**config.mk**
```make
export PLATFORM = sky130hd
export DESIGN_NAME = uart_tx_serializer
export DESIGN_NICKNAME = d
export VERILOG_FILES = /design/src/rtl/uart_pkg.sv /design/src/rtl/uart_bit_timer.sv /design/src/rtl/uart_tx_serializer.sv
export SDC_FILE = /design/constraint.sdc
export NUM_CORES = 1
export LEC_CHECK = 0
export ABC_AREA = 1
export ABC_CLOCK_PERIOD_IN_PS = 5070
export CAP_MARGIN = 0
export CELL_PAD_IN_SITES_DETAIL_PLACEMENT = 0
export CELL_PAD_IN_SITES_GLOBAL_PLACEMENT = 1
export CORE_ASPECT_RATIO = 0.7
export CORE_UTILIZATION = 25
export DETAILED_ROUTE_END_ITERATION = 8
export HOLD_SLACK_MARGIN = 0.02
export PLACE_DENSITY_LB_ADDON = 0.1
export SETUP_SLACK_MARGIN = 0.4
export SYNTH_ARGS = -nofsm -noshare
export SYNTH_HDL_FRONTEND = slang
export SYNTH_HIERARCHICAL = 1
export SYNTH_SLANG_ARGS = --single-unit
```
**constraint.sdc**
```tcl
create_clock -name clk -period 5.07 [get_ports clk]
set_input_delay 0.7605 -clock clk [delete_from_list [all_inputs] [get_ports clk]]
set_output_delay 0.7605 -clock clk [all_outputs]
set_load 0.02 [all_outputs]
```
**src/rtl/uart_pkg.sv**
```systemverilog
// Shared UART definitions: transmitter state encoding, frame width and parity helper.
// Also intended for the future receive block.
package uart_pkg;

  localparam int UART_DATA_BITS = 8;

  typedef enum logic [2:0] {
    IDLE,
    START,
    DATA,
    PARITY,
    STOP
  } uart_tx_state_t;

  // Parity bit that makes the data bits plus parity sum to even (odd = 0) or odd (odd = 1).
  function automatic logic uart_parity(input logic [UART_DATA_BITS-1:0] data,
                                       input logic                      odd);
    return (^data) ^ odd;
  endfunction

endpackage

```
**src/rtl/uart_bit_timer.sv**
```systemverilog
// Free-running bit-period counter: counts 0..CLKS_PER_BIT-1 and flags the last cycle.
// The counter is held at zero while clear is high, so the first period starts at a known phase.
module uart_bit_timer #(
  parameter int CLKS_PER_BIT = 868
) (
  input  logic clk,
  input  logic rst,
  input  logic clear,
  output logic bit_tick
);

  localparam int CNT_W = (CLKS_PER_BIT > 1) ? $clog2(CLKS_PER_BIT) : 1;
  localparam logic [CNT_W-1:0] LAST = CNT_W'(CLKS_PER_BIT - 1);

  logic [CNT_W-1:0] cnt;

  always_ff @(posedge clk or negedge rst) begin
    if (!rst) begin
      cnt <= '0;
    end else if (clear || (cnt == LAST)) begin
      cnt <= '0;
    end else begin
      cnt <= cnt + CNT_W'(1);
    end
  end

  assign bit_tick = (cnt == LAST);

endmodule

```
**src/rtl/uart_tx_serializer.sv**
```systemverilog
// Byte-to-line UART transmitter: 8-bit LSB-first frames with optional parity and 1 or 2
// stop bits. All status outputs are registered; tx_dv is only sampled in IDLE.
module uart_tx_serializer
  import uart_pkg::*;
#(
  parameter int CLKS_PER_BIT = 868,
  parameter int PARITY_EN    = 0,
  parameter int PARITY_ODD   = 0,
  parameter int STOP_BITS    = 1
) (
  input  logic                      clk,
  input  logic                      rst,
  input  logic                      tx_dv,
  input  logic [UART_DATA_BITS-1:0] tx_byte,
  output logic                      tx_serial,
  output logic                      tx_busy,
  output logic                      tx_done
);

  if (CLKS_PER_BIT < 2) begin : g_bad_clks_per_bit
    $fatal(1, "uart_tx_serializer: CLKS_PER_BIT must be >= 2");
  end
  if ((STOP_BITS != 1) && (STOP_BITS != 2)) begin : g_bad_stop_bits
    $fatal(1, "uart_tx_serializer: STOP_BITS must be 1 or 2");
  end

  localparam logic PAR_EN    = (PARITY_EN != 0);
  localparam logic PAR_ODD   = (PARITY_ODD != 0);
  localparam logic LAST_STOP = (STOP_BITS == 2);

  uart_tx_state_t            state;
  logic [UART_DATA_BITS-1:0] shift;
  logic                      parity_bit;
  logic [2:0]                bit_idx;
  logic [2:0]                next_idx;
  logic                      stop_cnt;
  logic                      timer_clear;
  logic                      bit_tick;

  // Holding the timer in IDLE makes the start bit exactly one bit period after acceptance.
  assign timer_clear = (state == IDLE);
  assign next_idx    = bit_idx + 3'd1;

  uart_bit_timer #(
    .CLKS_PER_BIT(CLKS_PER_BIT)
  ) u_bit_timer (
    .clk     (clk),
    .rst     (rst),
    .clear   (timer_clear),
    .bit_tick(bit_tick)
  );

  // tx_serial is loaded with the next bit on the same edge the state advances, so the
  // line level always matches the state being held for the following bit period.
  always_ff @(posedge clk or negedge rst) begin
    if (!rst) begin
      state      <= IDLE;
      shift      <= '0;
      parity_bit <= 1'b0;
      bit_idx    <= '0;
      stop_cnt   <= 1'b0;
      tx_serial  <= 1'b1;
      tx_busy    <= 1'b0;
      tx_done    <= 1'b0;
    end else begin
      tx_done <= 1'b0;
      case (state)
        IDLE: begin
          tx_serial <= 1'b1;
          if (tx_dv) begin
            shift      <= tx_byte;
            parity_bit <= uart_parity(tx_byte, PAR_ODD);
            bit_idx    <= '0;
            stop_cnt   <= 1'b0;
            tx_busy    <= 1'b1;
            tx_serial  <= 1'b0;
            state      <= START;
          end
        end
        START: begin
          if (bit_tick) begin
            bit_idx   <= '0;
            tx_serial <= shift[0];
            state     <= DATA;
          end
        end
        DATA: begin
          if (bit_tick) begin
            if (bit_idx == 3'd7) begin
              if (PAR_EN) begin
                tx_serial <= parity_bit;
                state     <= PARITY;
              end else begin
                tx_serial <= 1'b1;
                state     <= STOP;
              end
            end else begin
              bit_idx   <= next_idx;
              tx_serial <= shift[next_idx];
            end
          end
        end
        PARITY: begin
          if (bit_tick) begin
            tx_serial <= 1'b1;
            state     <= STOP;
          end
        end
        STOP: begin
          if (bit_tick) begin
            if (stop_cnt == LAST_STOP) begin
              stop_cnt <= 1'b0;
              tx_busy  <= 1'b0;
              tx_done  <= 1'b1;
              state    <= IDLE;
            end else begin
              stop_cnt <= 1'b1;
            end
          end
        end
        default: begin
          tx_serial <= 1'b1;
          tx_busy   <= 1'b0;
          state     <= IDLE;
        end
      endcase
    end
  end

endmodule

```
==> flow_summary_export.csv <==
group,metric,value,unit
status,status,"finished clean",
synthesis,yosys-top-cells-area,"dfrtp_1 44%, nand2_1 11%, nand3_1 6.1%",
synthesis,synth_adder_area_share,2.54,%
critical_path,cp-end-kind,"primary output",
cts,htree_levels,1,
layout,fillers,622,
timing,finalWorstSetupSlack,2.91,ns
die,die_h,66.4,um
synthesis,synth-compound-area-share,3.05,%
global_routing,first_global_vias,1120,
route,wirelength,2990,um
power,leakage,0.826,nW
worst_hold_path,hold_class,"reg2reg",
placement,preCtsSetupSlack,3.10,ns
global_routing,antenna_found_initial,0,
timing,grt_setup_unrepaired,"no",
route,drt_iter0_drc,41,
synthesis,syn_inst,175,
cts,cts.clk_slew.worst_paths,0.10,ns
power,powerDensity,510,nW/um2
synthesis,muxShareOfSynthArea,6.09,%
timing,hold_viol,0,
layout,fin_area,1760,um2
route,ant_nets,0,
global_routing,grt_pass1_wl,5150,um
layout,diodes,0,
synthesis,synth-edff-count,0,
power,ir_worst_vdd,0.000125,V
timing,relSlewSlack,75.3,%
route,wire_per_inst,11.2,um
job,drv_cap,0,
synthesis,synthSimpleGateAreaFrac,34.4,%
synthesis,synth_largest_area_cell,"dfrtp_1",
cts,clk_path_buf_depth,2,
synthesis,syn_avg_cell_area,8.45,um2
cts,ctsResizeCount,0,
cts,root_buffer,"clkbuf_8",
global_routing,grt_max_degree,28,
layout,area_delta_synth_final,19.0,%
synthesis,synth_warnings,6,
global_routing,grt.overflow.total,0,
critical_path,crit_buf_inv,1,
cts,cts_hold_buf,0,
critical_path,cp_slowest_cell,"clkdlybuf4s50_1",
cts,numCtsBuffers,3,
route,remaining_drc_errors,0,
synthesis,synthArstFlopShare,100,%
synthesis,synth_top_family_by_area,"simple AND/OR/NAND/NOR gates",
synthesis,yosys-top-cells-count,"45 x nand2_1, 26 x dfrtp_1, 22 x inv_1",
synthesis,syn-num-nets,189,
route,drt_pass1_iterations,4,
timing,period_minus_slack,2.16,ns
timing,worstMarginPinSlew,0.371,ns
critical_path,startpoint_type,"flop",
global_routing,grt_use_total,10.9,%
route,dr_total_vias,1144,
timing,fmax,462,MHz
die,std_cell_rows,23,
route,avgViaCountPerCell,4.27,
die,core_area,5730,um2
cts,cts_post_setup_buffers_inserted,0,
synthesis,syn-cell-area,1480,um2
cts,cts_tree,"yes",
timing,skew,0.00593,ns
critical_path,cpLargestDelayFamily,"buffers and inverters",
critical_path,critPathKind,"reg2out",
timing,fin_setup_tns,0,ns
critical_path,path_cells,"clkdlybuf4s50_1",
placement,dp_hpwl,2310,um
synthesis,ys_types,25,
synthesis,synth-seq-cells,27,
cts,clk_latency,0.27,ns
power,total_power,0.898,mW
placement,io_buffers,13,
timing,min_period_over_period,42.7,%
die,io_pins,14,
die,start_util,25.8,%
critical_path,worstPathArrival,1.40,ns
timing,setup_viol,0,
placement,gp_congestion,0.767,
placement,place_area,1710,um2
critical_path,cpPeakStageDelay,0.59,ns
synthesis,ys.flop_type,"dfrtp_1",
critical_path,crit_required,4.31,ns
critical_path,critPathMaxFanout,2,
cts,clock_sinks,27,
synthesis,synth_top_area_share,44.0,%
timing,drv_slew,0,
layout,drive_gt1_share,18.1,%
synthesis,synth_xor_area_share,1.78,%
die,die_area,6230,um2
synthesis,synth.yosys.seq_area_share,45.8,%
layout,layout.nets,208,
die,die_x,93.9,um
synthesis,yosysMostFrequentCell,"nand2_1",
-- per-layer routing --
layer	vias to the layer above	GRT usage, %	wire, um
li1	587	-	-
met1	536	15.3	1620
met2	19	16.9	1250
met3	2	3.10	100
met4	0	1.73	17
met5	-	0	0
-- cell usage in the layout, fill, tap and decap left out, drive strengths merged --
| cell type | synthesis | layout |
|---|---|---|
| nand3 | 20 | 20 |
| dfstp | 1 | 1 |
| o21ai | 4 | 4 |
| clkinvlp | 0 | 1 |
| xnor2 | 1 | 1 |
| buf | 0 | 1 |
| ha | 3 | 3 |
| mux2 | 8 | 8 |
| nor2 | 26 | 26 |
| xor2 | 2 | 2 |
| nand3b | 1 | 1 |
| nor3 | 2 | 2 |
| a21oi | 3 | 3 |
| clkbuf | 0 | 3 |
| nand4 | 1 | 1 |
| nand2 | 51 | 51 |
| dfrtp | 26 | 26 |
| a31oi | 1 | 1 |
| inv | 25 | 25 |
| clkdlybuf4s50 | 0 | 13 |
-- layout make-up --
cell class | instances | area (um2) | area share, %
clock inverters | 1 | 7.51 | 0.427
clock buffers | 3 | 41.3 | 2.35
multi-input cells | 123 | 708 | 40.3
flip-flops and latches | 27 | 677 | 38.5
well taps | 75 | 93.8 | 5.33
inverters | 25 | 93.8 | 5.33
repair buffers | 14 | 138 | 7.82
-- stage by stage --
stage / cells / hold slack [ns] / utilization [%]
after CTS: 268 / 0.495 / 30.7
final: 268 / 0.493 / 30.7
after global routing: 268 / 0.514 / 30.7
after detailed placement: 264 / 0.479 / 29.9
after global placement: 264 / 0.465 / 29.9
after floorplan: 175 / 0.446 / -
-- logic make-up (layout without fill, tap and decap cells) --
logic type,Yosys count,after routing
muxes,8,8
DFF,27,27
adders and majority gates,3,3
xor gates and xnor gates,3,3
and+or+nand+nor,101,101
buffers and inverters,25,43
AOI/OAI and AO/OA,8,8
-- sequential cells by signal, indices dropped and copies added (netlist names) --
signal and cells:
bit_idx 3, shift 8, state 3, tx_busy 1, tx_done 1, tx_serial 1
u_bit_timer/cnt 10
-- power by group --
| group | internal [mW] | total, mW | switching (mW) |
|---|---|---|---|
| combinational | 0.174 | 0.410 | 0.236 |
| clock | 0.0558 | 0.126 | 0.0706 |
| sequential | 0.292 | 0.361 | 0.0692 |
| total | 0.522 | 0.898 | 0.376 |
-- worst paths after layout --
check | start | end | slack, ns | depth (start not counted)
worst max-delay path | tx_serial | tx_serial | 2.91 | 1
worst min-delay path | u_bit_timer/cnt[0] | u_bit_timer/cnt[0] | 0.49 | 1
worst max register to register | u_bit_timer/cnt[0] | bit_idx[2] | 3.14 | 12
worst min register to register | u_bit_timer/cnt[0] | u_bit_timer/cnt[0] | 0.49 | 1
max in group asynchronous | rst | tx_serial | 3.89 | 2
min in group asynchronous | rst | shift[4] | 0.86 | 2
No activity file was read; power rests on OpenSTA's default activity.
